File: src/rtl/i281_boot_pkg.sv
// Shared definitions for the i281 BIOS boot sequencer: geometry of the BIOS
// word banks, the instruction memory, and the loader state encoding.
package i281_boot_pkg;

  localparam int BIOS_NUM_WORDS = 16;
  localparam int INSTR_W        = 16;
  localparam int IMEM_ADDR_W    = 5;
  localparam int CHECKSUM_W     = 16;

  localparam int BIOS_LOW_BASE  = 0;
  localparam int BIOS_HIGH_BASE = 16;

  typedef enum logic [1:0] {
    IDLE = 2'd0,
    LOAD = 2'd1,
    DONE = 2'd2
  } boot_state_e;

endpackage

File: src/rtl/bios_word_mux.sv
// Combinational selection of one BIOS word from the flattened bank.
// Indices at or beyond NUM_WORDS select zero.
module bios_word_mux #(
  parameter int NUM_WORDS = 16,
  parameter int WORD_W    = 16,
  parameter int IDX_W     = 5
) (
  input  logic [NUM_WORDS*WORD_W-1:0] i_bios_flat,
  input  logic [IDX_W-1:0]            i_idx,
  output logic [WORD_W-1:0]           o_word
);

  always_comb begin
    o_word = '0;
    for (int k = 0; k < NUM_WORDS; k++) begin
      if (i_idx == IDX_W'(k)) o_word = i_bios_flat[k*WORD_W +: WORD_W];
    end
  end

endmodule

File: src/rtl/bios_boot_loader.sv
// Copies the BIOS word bank into instruction memory after reset, holds the
// CPU until the copy completes, and publishes a mod-2^16 checksum of the load.
module bios_boot_loader
  import i281_boot_pkg::*;
#(
  parameter int NUM_WORDS = BIOS_NUM_WORDS,
  parameter int WORD_W    = INSTR_W,
  parameter int ADDR_W    = IMEM_ADDR_W,
  parameter int BASE_ADDR = BIOS_LOW_BASE
) (
  input  logic                        Clock,
  input  logic                        Reset_n,
  input  logic [NUM_WORDS*WORD_W-1:0] bios_flat,
  input  logic                        imem_busy,
  input  logic                        reload_req,
  output logic                        imem_wr_en,
  output logic [ADDR_W-1:0]           imem_wr_addr,
  output logic [WORD_W-1:0]           imem_wr_data,
  output logic                        boot_done,
  output logic                        cpu_hold,
  output logic [CHECKSUM_W-1:0]       checksum
);

  localparam int                IDX_W    = $clog2(NUM_WORDS) + 1;
  localparam logic [IDX_W-1:0]  LAST_IDX = IDX_W'(NUM_WORDS - 1);
  localparam logic [ADDR_W-1:0] BASE     = ADDR_W'(BASE_ADDR);

  boot_state_e           r_state;
  logic [IDX_W-1:0]      r_idx;
  logic [CHECKSUM_W-1:0] r_checksum;
  logic                  r_boot_done;

  boot_state_e           w_state_nxt;
  logic [IDX_W-1:0]      w_idx_nxt;
  logic [CHECKSUM_W-1:0] w_checksum_nxt;
  logic                  w_boot_done_nxt;
  logic [WORD_W-1:0]     w_word;
  logic                  w_accept;

  bios_word_mux #(
    .NUM_WORDS (NUM_WORDS),
    .WORD_W    (WORD_W),
    .IDX_W     (IDX_W)
  ) u_word_mux (
    .i_bios_flat (bios_flat),
    .i_idx       (r_idx),
    .o_word      (w_word)
  );

  assign w_accept = (r_state == LOAD) && !imem_busy;

  // NOTE: every signal written here gets a default first, so no path through
  // the case statement can leave one unassigned and infer a latch.
  always_comb begin
    w_state_nxt     = r_state;
    w_idx_nxt       = r_idx;
    w_checksum_nxt  = r_checksum;
    w_boot_done_nxt = r_boot_done;
    imem_wr_en      = 1'b0;
    imem_wr_addr    = BASE;
    imem_wr_data    = '0;

    case (r_state)
      IDLE: begin
        w_state_nxt     = LOAD;
        w_idx_nxt       = '0;
        w_checksum_nxt  = '0;
        w_boot_done_nxt = 1'b0;
      end
      LOAD: begin
        imem_wr_en   = 1'b1;
        imem_wr_addr = BASE + ADDR_W'(r_idx);
        imem_wr_data = w_word;
        if (w_accept) begin
          w_checksum_nxt = r_checksum + CHECKSUM_W'(w_word);
          w_idx_nxt      = r_idx + IDX_W'(1);
          if (r_idx == LAST_IDX) begin
            w_state_nxt     = DONE;
            w_boot_done_nxt = 1'b1;
          end
        end
      end
      DONE: begin
        // Reload skips IDLE so the first write is presented on the next cycle.
        if (reload_req) begin
          w_state_nxt     = LOAD;
          w_idx_nxt       = '0;
          w_checksum_nxt  = '0;
          w_boot_done_nxt = 1'b0;
        end
      end
      default: begin
        w_state_nxt     = IDLE;
        w_idx_nxt       = '0;
        w_checksum_nxt  = '0;
        w_boot_done_nxt = 1'b0;
      end
    endcase
  end

  // NOTE: state registers use non-blocking assignments so every flop samples
  // the pre-edge values, independent of statement order.
  always_ff @(posedge Clock or negedge Reset_n) begin
    if (!Reset_n) begin
      r_state     <= IDLE;
      r_idx       <= '0;
      r_checksum  <= '0;
      r_boot_done <= 1'b0;
    end else begin
      r_state     <= w_state_nxt;
      r_idx       <= w_idx_nxt;
      r_checksum  <= w_checksum_nxt;
      r_boot_done <= w_boot_done_nxt;
    end
  end

  assign boot_done = r_boot_done;
  assign cpu_hold  = ~r_boot_done;
  assign checksum  = r_checksum;

endmodule

File: config.mk
export PLATFORM = sky130hd
export DESIGN_NAME = bios_boot_loader
export DESIGN_NICKNAME = d
export VERILOG_FILES = /design/src/rtl/i281_boot_pkg.sv /design/src/rtl/bios_word_mux.sv /design/src/rtl/bios_boot_loader.sv
export SDC_FILE = /design/constraint.sdc
export NUM_CORES = 1
export LEC_CHECK = 0
export CAP_MARGIN = 0
export CORE_MARGIN = 3
export CORE_UTILIZATION = 34
export CTS_BUF_LIST = sky130_fd_sc_hd__clkbuf_8
export DETAILED_ROUTE_END_ITERATION = 7
export PLACE_DENSITY_LB_ADDON = 0.05
export RECOVER_POWER = 50
export SYNTH_ARGS = -nofsm -noshare
export SYNTH_HDL_FRONTEND = slang
export SYNTH_SLANG_ARGS = --single-unit
export TNS_END_PERCENT = 50
File: constraint.sdc
create_clock -name Clock -period 3.93 [get_ports Clock]
set_input_delay 0.393 -clock Clock [delete_from_list [all_inputs] [get_ports Clock]]
set_output_delay 0.393 -clock Clock [all_outputs]
set_load 0.03 [all_outputs]
==> results of run 1 <==
logic make-up (layout without fill, tap and decap cells):
| family | Yosys count | count (layout) |
|---|---|---|
| compound gates | 278 | 278 |
| simple gates | 223 | 223 |
| buf+inv | 68 | 502 |
| fa+ha+maj | 24 | 24 |
| flops | 23 | 23 |
| xor+xnor | 14 | 14 |
registers in the layout, summed over array words and instances (netlist names):
register and flops:
r_idx 5, checksum 16, r_state 2
worst min path at each step:
stage / from / end / slack [ps] / cells past startpoint
after floorplan: Reset_n / checksum[0]$_DFFE_PN0P_ / 100 / 0
after global placement: r_state[0]$_DFFE_PN0P_ / r_state[0]$_DFFE_PN0P_ / 450 / 1
after detailed placement: r_state[0]$_DFFE_PN0P_ / r_state[0]$_DFFE_PN0P_ / 500 / 1
after CTS: r_state[0]$_DFFE_PN0P_ / r_state[0]$_DFFE_PN0P_ / 510 / 1
after global routing: r_state[0]$_DFFE_PN0P_ / r_state[0]$_DFFE_PN0P_ / 550 / 1
final: r_state[0]$_DFFE_PN0P_ / r_state[0]$_DFFE_PN0P_ / 510 / 1
stage by stage:
stage	cells	hold slack (ps)	utilization, %	area, um2
detailed placement	1211	501	67.5	8660
global route	1236	545	74.0	9490
finish	1236	509	74.0	9490
floorplan	630	97.4	-	4550
CTS	1230	512	71.4	9150
global placement	1211	454	67.5	8660
area by class of cell:
| type | count | area share [%] |
|---|---|---|
| inverters | 23 | 0.909 |
| clock buffers | 3 | 0.435 |
| well taps | 172 | 2.27 |
| flip-flops and latches | 23 | 6.10 |
| repair buffers | 475 | 45.7 |
| multi-input cells | 539 | 44.6 |
| clock inverters | 1 | 0.0395 |
power by group through the flow:
stage | clock (uW) | combinational, uW | sequential [uW]
floorplan | 0 | 4120 | 609
global placement | 0 | 7070 | 484
detailed placement | 0 | 7240 | 487
CTS | 160 | 8060 | 496
global route | 166 | 9450 | 530
finish | 161 | 9010 | 518
critical path: stages, from the launching register on:
cell and delay, ps:
dfrtp_1 410, inv_2 70, ha_4 170, or3_4 420, nor2_8 110, buf_4 120
buf_4 160, nand2_1 90, o21ai_2 80, a211oi_2 110, buf_4 150, o21a_1 190
o22ai_2 190, ha_2 340, buf_4 170, nand3b_1 120, a21oi_2 90, nor3_2 150
a21oi_2 80, a2111oi_2 360, o21bai_1 140, xor2_1 170, a22o_1 210
metal layers:
layer  routed length [um]  part of all wire, %
met1                11200                   37
met2                14300                   47
met4                 1710                  5.7
met5                   13                0.043
met3                 2930                  9.7
cells in the mapped netlist (7+ instances only):
library cell | number | share of area, %
o221ai_1 | 13 | 2.5
clkbuf_1 | 21 | 1.7
inv_1 | 22 | 1.8
nand2_1 | 54 | 4.5
ha_1 | 23 | 6.4
nor3_1 | 12 | 1.3
buf_2 | 13 | 1.4
o21a_1 | 10 | 1.7
dfrtp_1 | 23 | 13
o21ai_0 | 43 | 4.8
a22oi_1 | 19 | 3.2
and2_1 | 17 | 2.3
xor2_1 | 9 | 1.7
a21oi_1 | 71 | 7.8
o22ai_1 | 21 | 2.9
a221oi_1 | 21 | 4.1
nand2b_1 | 9 | 1.2
o21ai_1 | 7 | 0.77
nor2b_1 | 14 | 1.9
nor2_1 | 67 | 5.6
a211oi_1 | 9 | 1.5
nand3_1 | 9 | 0.99
o211ai_1 | 11 | 1.8
what timing repair did:
action | in CTS | in global routing
endpoints found under the setup margin | 11 | 10
setup buffers | 16 | 11
pin swaps | 35 | 53
resized for setup | 81 | 52
cells in the final DEF, fill, tap and decap left out, types with 18 or more instances in the layout:
| master | instances |
|---|---|
| o22ai_1 | 18 |
| inv_1 | 20 |
| clkdlybuf4s50_1 | 267 |
| a21oi_1 | 63 |
| buf_4 | 183 |
| o21ai_0 | 29 |
| dfrtp_1 | 20 |
| nor2_1 | 60 |
| nand2_1 | 52 |
==> impl_metrics.py, run 1 <==
metrics = {
    "status": {
        "run_status": "complete, but fails checks",
        "violations": "setup timing",
    },
    "final_layout": {
        "filler_cell_count": 954,
        "regArea_um2": 579,
        "synthesis_to_finish_area_growth_pct": 110,
        "proportion_of_layout_cells_with_a_drive_suffix_above_1_pct": 29.1,
        "multi_input_comb_area_mm2": 0.00423,
        "final_net_count": 1349,
        "antenna_cells_inserted": 0,
    },
    "timing": {
        "hold_violations": 0,
        "finalMaxSlewViolations": 0,
        "rsz0062_at_grt": "yes",
        "final.min_clock_period_ps": 4220,
        "maxClockFrequency_mhz": 237,
        "setup_viol_count_final": 7,
        "slew_headroom_pct": 21.7,
        "clock-skew-final_ps": 12.5,
        "totalNegativeSetupSlack_ps": -1080,
        "timing_worst_slew_pin_value_ps": 1170,
        "finalCritPeriodShare_pct": 107,
        "setup_slack_ps": -287,
    },
    "synth": {
        "synth_mux_area_share_pct": 0,
        "synth_simple_gate_area_share_pct": 27.2,
        "synth_compound_gate_area_share_pct": 43.2,
        "adder_and_majority_gate_portion_of_the_synthesized_area_pct": 6.80,
        "synth.cell_area_mm2": 0.00453,
        "synth_enable_flop_cells": 0,
        "synth_sequential_area_ratio_pct": 12.7,
        "synth_area_per_cell_um2": 7.19,
        "synth_fp_nets": 914,
        "ys_ff_latch": 23,
        "postSynth.topFlopCell": "dfrtp_1",
        "postSynthCellCount": 630,
        "synth_xor_xnor_area_share_pct": 2.71,
        "main_combinational_cell_family_by_area_after_synthesis": "compound AO/OA/AOI/OAI gates",
        "yosys_warnings": 0,
        "ys_async_sr_fraction_pct": 100,
        "post_synth_num_cell_types": 80,
    },
    "placed_design": {
        "detailedPlace.worstSlack_ps": -666,
        "gpl.final_weighted_congestion": 0.993,
        "port_buffers": 299,
        "hpwlAfterDp_um": 23300,
    },
    "route": {
        "detail_route.drc_violations": 0,
        "drt-total-wl_um": 30100,
        "detail_route.wl_per_cell_um": 24.4,
        "drt_iter0_drc": 828,
        "drt-vias-per-instance": 6.07,
        "drt_pre_antenna_iters": 5,
        "drtAntennaViolNets": 0,
        "via_count": 7508,
    },
    "power_and_ir_drop": {
        "p_int_uw": 4660,
        "total_power_uw": 9690,
        "switchingPower_uw": 5040,
        "combPwrFrac_pct": 93.0,
        "vdd.ir_drop.worst_uv": 1200,
        "seqPwrFrac_pct": 5.3,
        "power.density_mw_per_mm2": 1020,
        "netSwitchingFraction_pct": 51.9,
        "static-leakage-power_uw": 0.00380,
        "power.share.clock_pct": 1.7,
    },
    "floorplan": {
        "dieHeight_um": 121,
        "core_area_mm2": 0.0128,
        "dieArea_mm2": 0.0147,
        "initial_core_utilization_pct": 35.3,
        "dieWidth_um": 121,
        "io_pins": 300,
        "rows": 41,
    },
    "grt": {
        "global_route_wire_length_before_repair_um": 42500,
        "gr-total-overflow": 0,
        "grt_pass1_vias": 7605,
        "use_met1_pct": 45.6,
        "grt.met3_usage_pct": 6.53,
        "pin_count_of_the_biggest_net_entering_global_routing": 24,
        "grt_antenna_before_repair": 1,
        "global_route.peak_usage_layer": "met2",
        "gr-usage-met2_pct": 62.7,
        "groute.usage.overall_pct": 37.0,
    },
    "cts": {
        "cts-buffers-inserted": 3,
        "h-tree-depth": 1,
        "root_buffer": "clkbuf_8",
        "cts_buffer_depth": 2,
        "cts_tree": "built",
        "path_clk_slew_ps": 100,
        "clock_network_latency_to_the_later_pin_of_the_worst_skew_pair_ps": 290,
        "cts.hold.buffers_added": 0,
        "clock_sink_count": 23,
    },
    "critical_path": {
        "path_class": "flip-flop to flip-flop",
        "crit_path_arrival_time_ps": 4390,
        "worst_setup_path_start_kind": "flip-flop",
        "worst_setup_path_end_kind": "flip-flop",
        "crit-reg2reg-launch": "r_idx[1]$_DFFE_PN0P_",
        "cp.required_ps": 4100,
        "timing.critical_path.fanout_max": 8,
        "reg_to_reg_setup_timing_slack_ps": -290,
        "crit_path_launch": "r_idx[1]$_DFFE_PN0P_",
        "r2r_cell_count": 22,
        "timing.critical_path.to": "checksum[14]$_DFFE_PN0P_",
        "critical_path.reg2reg.endpoint": "checksum[14]$_DFFE_PN0P_",
    },
    "run": {
        "max_cap_violations": 0,
    },
    "hold_path": {
        "worst_min_delay_path_category": "flip-flop to flip-flop",
    },
}
No activity file was read; power rests on OpenSTA's default activity.
==> run 2: changes to the inputs <==
--- a/config.mk
+++ b/config.mk
@@ -10,7 +10,7 @@
 export CORE_UTILIZATION = 34
 export CTS_BUF_LIST = sky130_fd_sc_hd__clkbuf_8
 export DETAILED_ROUTE_END_ITERATION = 7
-export PLACE_DENSITY_LB_ADDON = 0.05
+export PLACE_DENSITY = 0.8
 export RECOVER_POWER = 50
 export SYNTH_ARGS = -nofsm -noshare
 export SYNTH_HDL_FRONTEND = slang
==> run 2 against run 1 <==
Net effect:
- the flow still finishes with violations (setup timing)
- critical endpoint is now checksum[13]$_DFFE_PN0P_
- cell count up 2.0%
- combinational power rose by 2%
- setup slack gained 74 ps
==> impl_metrics.py, run 2 (same netlist as run 1, synthesis figures left out) <==
metrics = {
    "timing": {
        "setup_viol_count_final": 9,
        "finalCritPeriodShare_pct": 105,
        "hold_violations": 0,
        "setup_slack_ps": -213,
        "rsz0062_at_grt": "yes",
        "timing_worst_slew_pin_value_ps": 1240,
        "finalMaxSlewViolations": 0,
        "slew_headroom_pct": 17.3,
        "maxClockFrequency_mhz": 241,
        "clock-skew-final_ps": 9.06,
        "final.min_clock_period_ps": 4140,
    },
    "final_layout": {
        "final_cell_mix": "269 x clkdlybuf4s50_1, 196 x buf_4, 65 x a21oi_1",
        "final_net_count": 1374,
        "final_core_utilization_pct": 75.4,
        "synthesis_to_finish_area_growth_pct": 114,
        "mostFrequentLayoutCell": "clkdlybuf4s50_1",
        "layoutNonFillerInstCount": 1261,
        "proportion_of_layout_cells_with_a_drive_suffix_above_1_pct": 29.4,
        "largest_register_ff_count": 16,
        "antenna_cells_inserted": 0,
    },
    "critical_path": {
        "critical_path.reg2reg.endpoint": "checksum[13]$_DFFE_PN0P_",
        "worst_setup_path_end_kind": "flip-flop",
        "worst_setup_path_start_kind": "flip-flop",
        "r2r_cell_count": 21,
        "cp.required_ps": 4080,
        "path_class": "flip-flop to flip-flop",
        "crit-reg2reg-launch": "r_idx[1]$_DFFE_PN0P_",
        "crit_path_arrival_time_ps": 4300,
        "timing.critical_path.fanout_max": 5,
        "reg_to_reg_setup_timing_slack_ps": -210,
    },
    "cts": {
        "cts.hold.buffers_added": 0,
        "cts_tree": "built",
        "path_clk_slew_ps": 100,
        "root_buffer": "clkbuf_8",
        "cts_buffer_depth": 2,
        "cts-buffers-inserted": 3,
        "h-tree-depth": 1,
        "clock_sink_count": 23,
        "clock_network_latency_to_the_later_pin_of_the_worst_skew_pair_ps": 290,
    },
    "route": {
        "drt-total-wl_um": 29600,
        "drtAntennaViolNets": 0,
        "detail_route.wl_per_cell_um": 23.5,
        "drt_pre_antenna_iters": 6,
        "drt_iter0_drc": 796,
        "via_count": 7373,
        "drt-vias-per-instance": 5.85,
        "detail_route.drc_violations": 0,
    },
    "floorplan": {
        "core_area_mm2": 0.0128,
        "dieArea_mm2": 0.0147,
        "initial_core_utilization_pct": 35.3,
        "dieHeight_um": 121,
        "dieWidth_um": 121,
        "io_pins": 300,
        "rows": 41,
    },
    "run": {
        "max_cap_violations": 0,
    },
    "status": {
        "run_status": "complete, but fails checks",
        "violations": "setup timing",
    },
    "power_and_ir_drop": {
        "vdd.ir_drop.worst_uv": 1220,
        "power.density_mw_per_mm2": 1020,
        "static-leakage-power_uw": 0.00395,
    },
    "grt": {
        "gr-total-overflow": 0,
        "grt_pass1_vias": 7369,
        "pin_count_of_the_biggest_net_entering_global_routing": 24,
        "groute.usage.overall_pct": 37.2,
        "global_route_wire_length_before_repair_um": 42100,
        "grt_antenna_before_repair": 0,
    },
    "placed_design": {
        "numPlacedInstances": 1223,
        "port_buffers": 299,
        "hpwlAfterDp_um": 23500,
        "gpl.final_weighted_congestion": 1.07,
    },
    "hold_path": {
        "timing.hold.worst.start": "r_state[0]$_DFFE_PN0P_",
        "min_path_cells": 1,
        "worstHoldEndpoint": "r_state[0]$_DFFE_PN0P_",
        "worst_min_delay_path_category": "flip-flop to flip-flop",
    },
}
-- run 2: cell types whose count changed in the layout (fill, tap and decap cells not counted), moves of 3 or more --
| cell | previous run | this run |
|---|---|---|
| o21ai_0 | 29 | 37 |
| buf_12 | 3 | 9 |
| o22ai_2 | 2 | 5 |
| buf_4 | 183 | 196 |
| buf_6 | 3 | 7 |
| ha_1 | 8 | 12 |
| o21ai_1 | 11 | 7 |
-- run 2: how the worst max path moves through the flow --
stage,startpoint,to,slack (ps),cells after the start
floorplan,r_idx[0]$_DFFE_PN0P_,checksum[15]$_DFFE_PN0P_,40,19
global placement,r_idx[0]$_DFFE_PN0P_,checksum[15]$_DFFE_PN0P_,-560,20
detailed placement,r_idx[0]$_DFFE_PN0P_,checksum[14]$_DFFE_PN0P_,-630,20
CTS,r_idx[1]$_DFFE_PN0P_,checksum[12]$_DFFE_PN0P_,-70,22
global route,r_idx[1]$_DFFE_PN0P_,checksum[13]$_DFFE_PN0P_,-390,21
finish,r_idx[1]$_DFFE_PN0P_,checksum[13]$_DFFE_PN0P_,-210,21
-- run 2: layout make-up --
class                   instances  area, um2
well taps                     172        215
multi-input cells             539       4100
repair buffers                500       4640
flip-flops and latches         23        579
inverters                      23       90.1
clock inverters                 1       7.51
clock buffers                   3       41.3
fillers                       944       3150
-- run 2: repair_timing --
action	CTS	global route
setup endpoints to repair	11	11
setup buffers	22	13
pin swaps	34	29
cloned	0	1
resized for setup	66	41
-- run 2: per-stage QoR --
step | setup TNS [ps] | setup WS [ps] | hold slack, ps | cell area, um2 | power [uW]
global placement | -2270 | -556 | 452 | 8820 | 7940
CTS | -234 | -69.4 | 477 | 9310 | 9060
detailed placement | -3150 | -628 | 464 | 8820 | 8000
global route | -2470 | -389 | 487 | 9680 | 10300
finish | -1240 | -213 | 483 | 9680 | 9850
floorplan | 0 | 39.0 | 97.4 | 4550 | 4720
-- run 2: power breakdown --
group / internal (uW) / total, uW / switching (uW)
clock network: 72.5 / 174 / 101
logic: 4500 / 9160 / 4660
registers: 363 / 513 / 151
total: 4940 / 9850 / 4910
-- run 2: worst max-delay path, stage by stage, from the launching register on --
cell and delay (ps):
dfrtp_2 460, inv_2 100, ha_4 150, buf_8 130, buf_4 110, buf_4 120
nand3_1 110, buf_4 170, o211ai_1 260, a21oi_1 70, a21oi_1 370, o21ai_2 150
ha_1 320, o21ai_0 110, nor2_2 200, a2111oi_4 130, o41ai_4 470, buf_4 190
nor2_4 30, a21oi_2 120, xnor2_1 130, o21ai_1 90
-- run 2: routing by layer --
| metal | up-vias | share of wire (%) | global-route usage (%) | wire (um) |
|---|---|---|---|---|
| met2 | 549 | 49 | 66.5 | 14500 |
| met5 | - | 0 | 0 | 0 |
| met1 | 3404 | 37 | 45.0 | 11000 |
| met4 | 0 | 4.4 | 12.8 | 1300 |
| met3 | 106 | 9.4 | 5.92 | 2790 |
| li1 | 3314 | - | - | - |
==> run 3: changes to the inputs <==
--- a/config.mk
+++ b/config.mk
@@ -10,6 +10,7 @@
 export CORE_UTILIZATION = 34
 export CTS_BUF_LIST = sky130_fd_sc_hd__clkbuf_8
 export DETAILED_ROUTE_END_ITERATION = 7
+export GPL_TIMING_DRIVEN = 1
 export PLACE_DENSITY = 0.8
 export RECOVER_POWER = 50
 export SYNTH_ARGS = -nofsm -noshare
==> results of run 3 <==
Same layout as run 2: the final DEF is identical, and so are final timing and power.
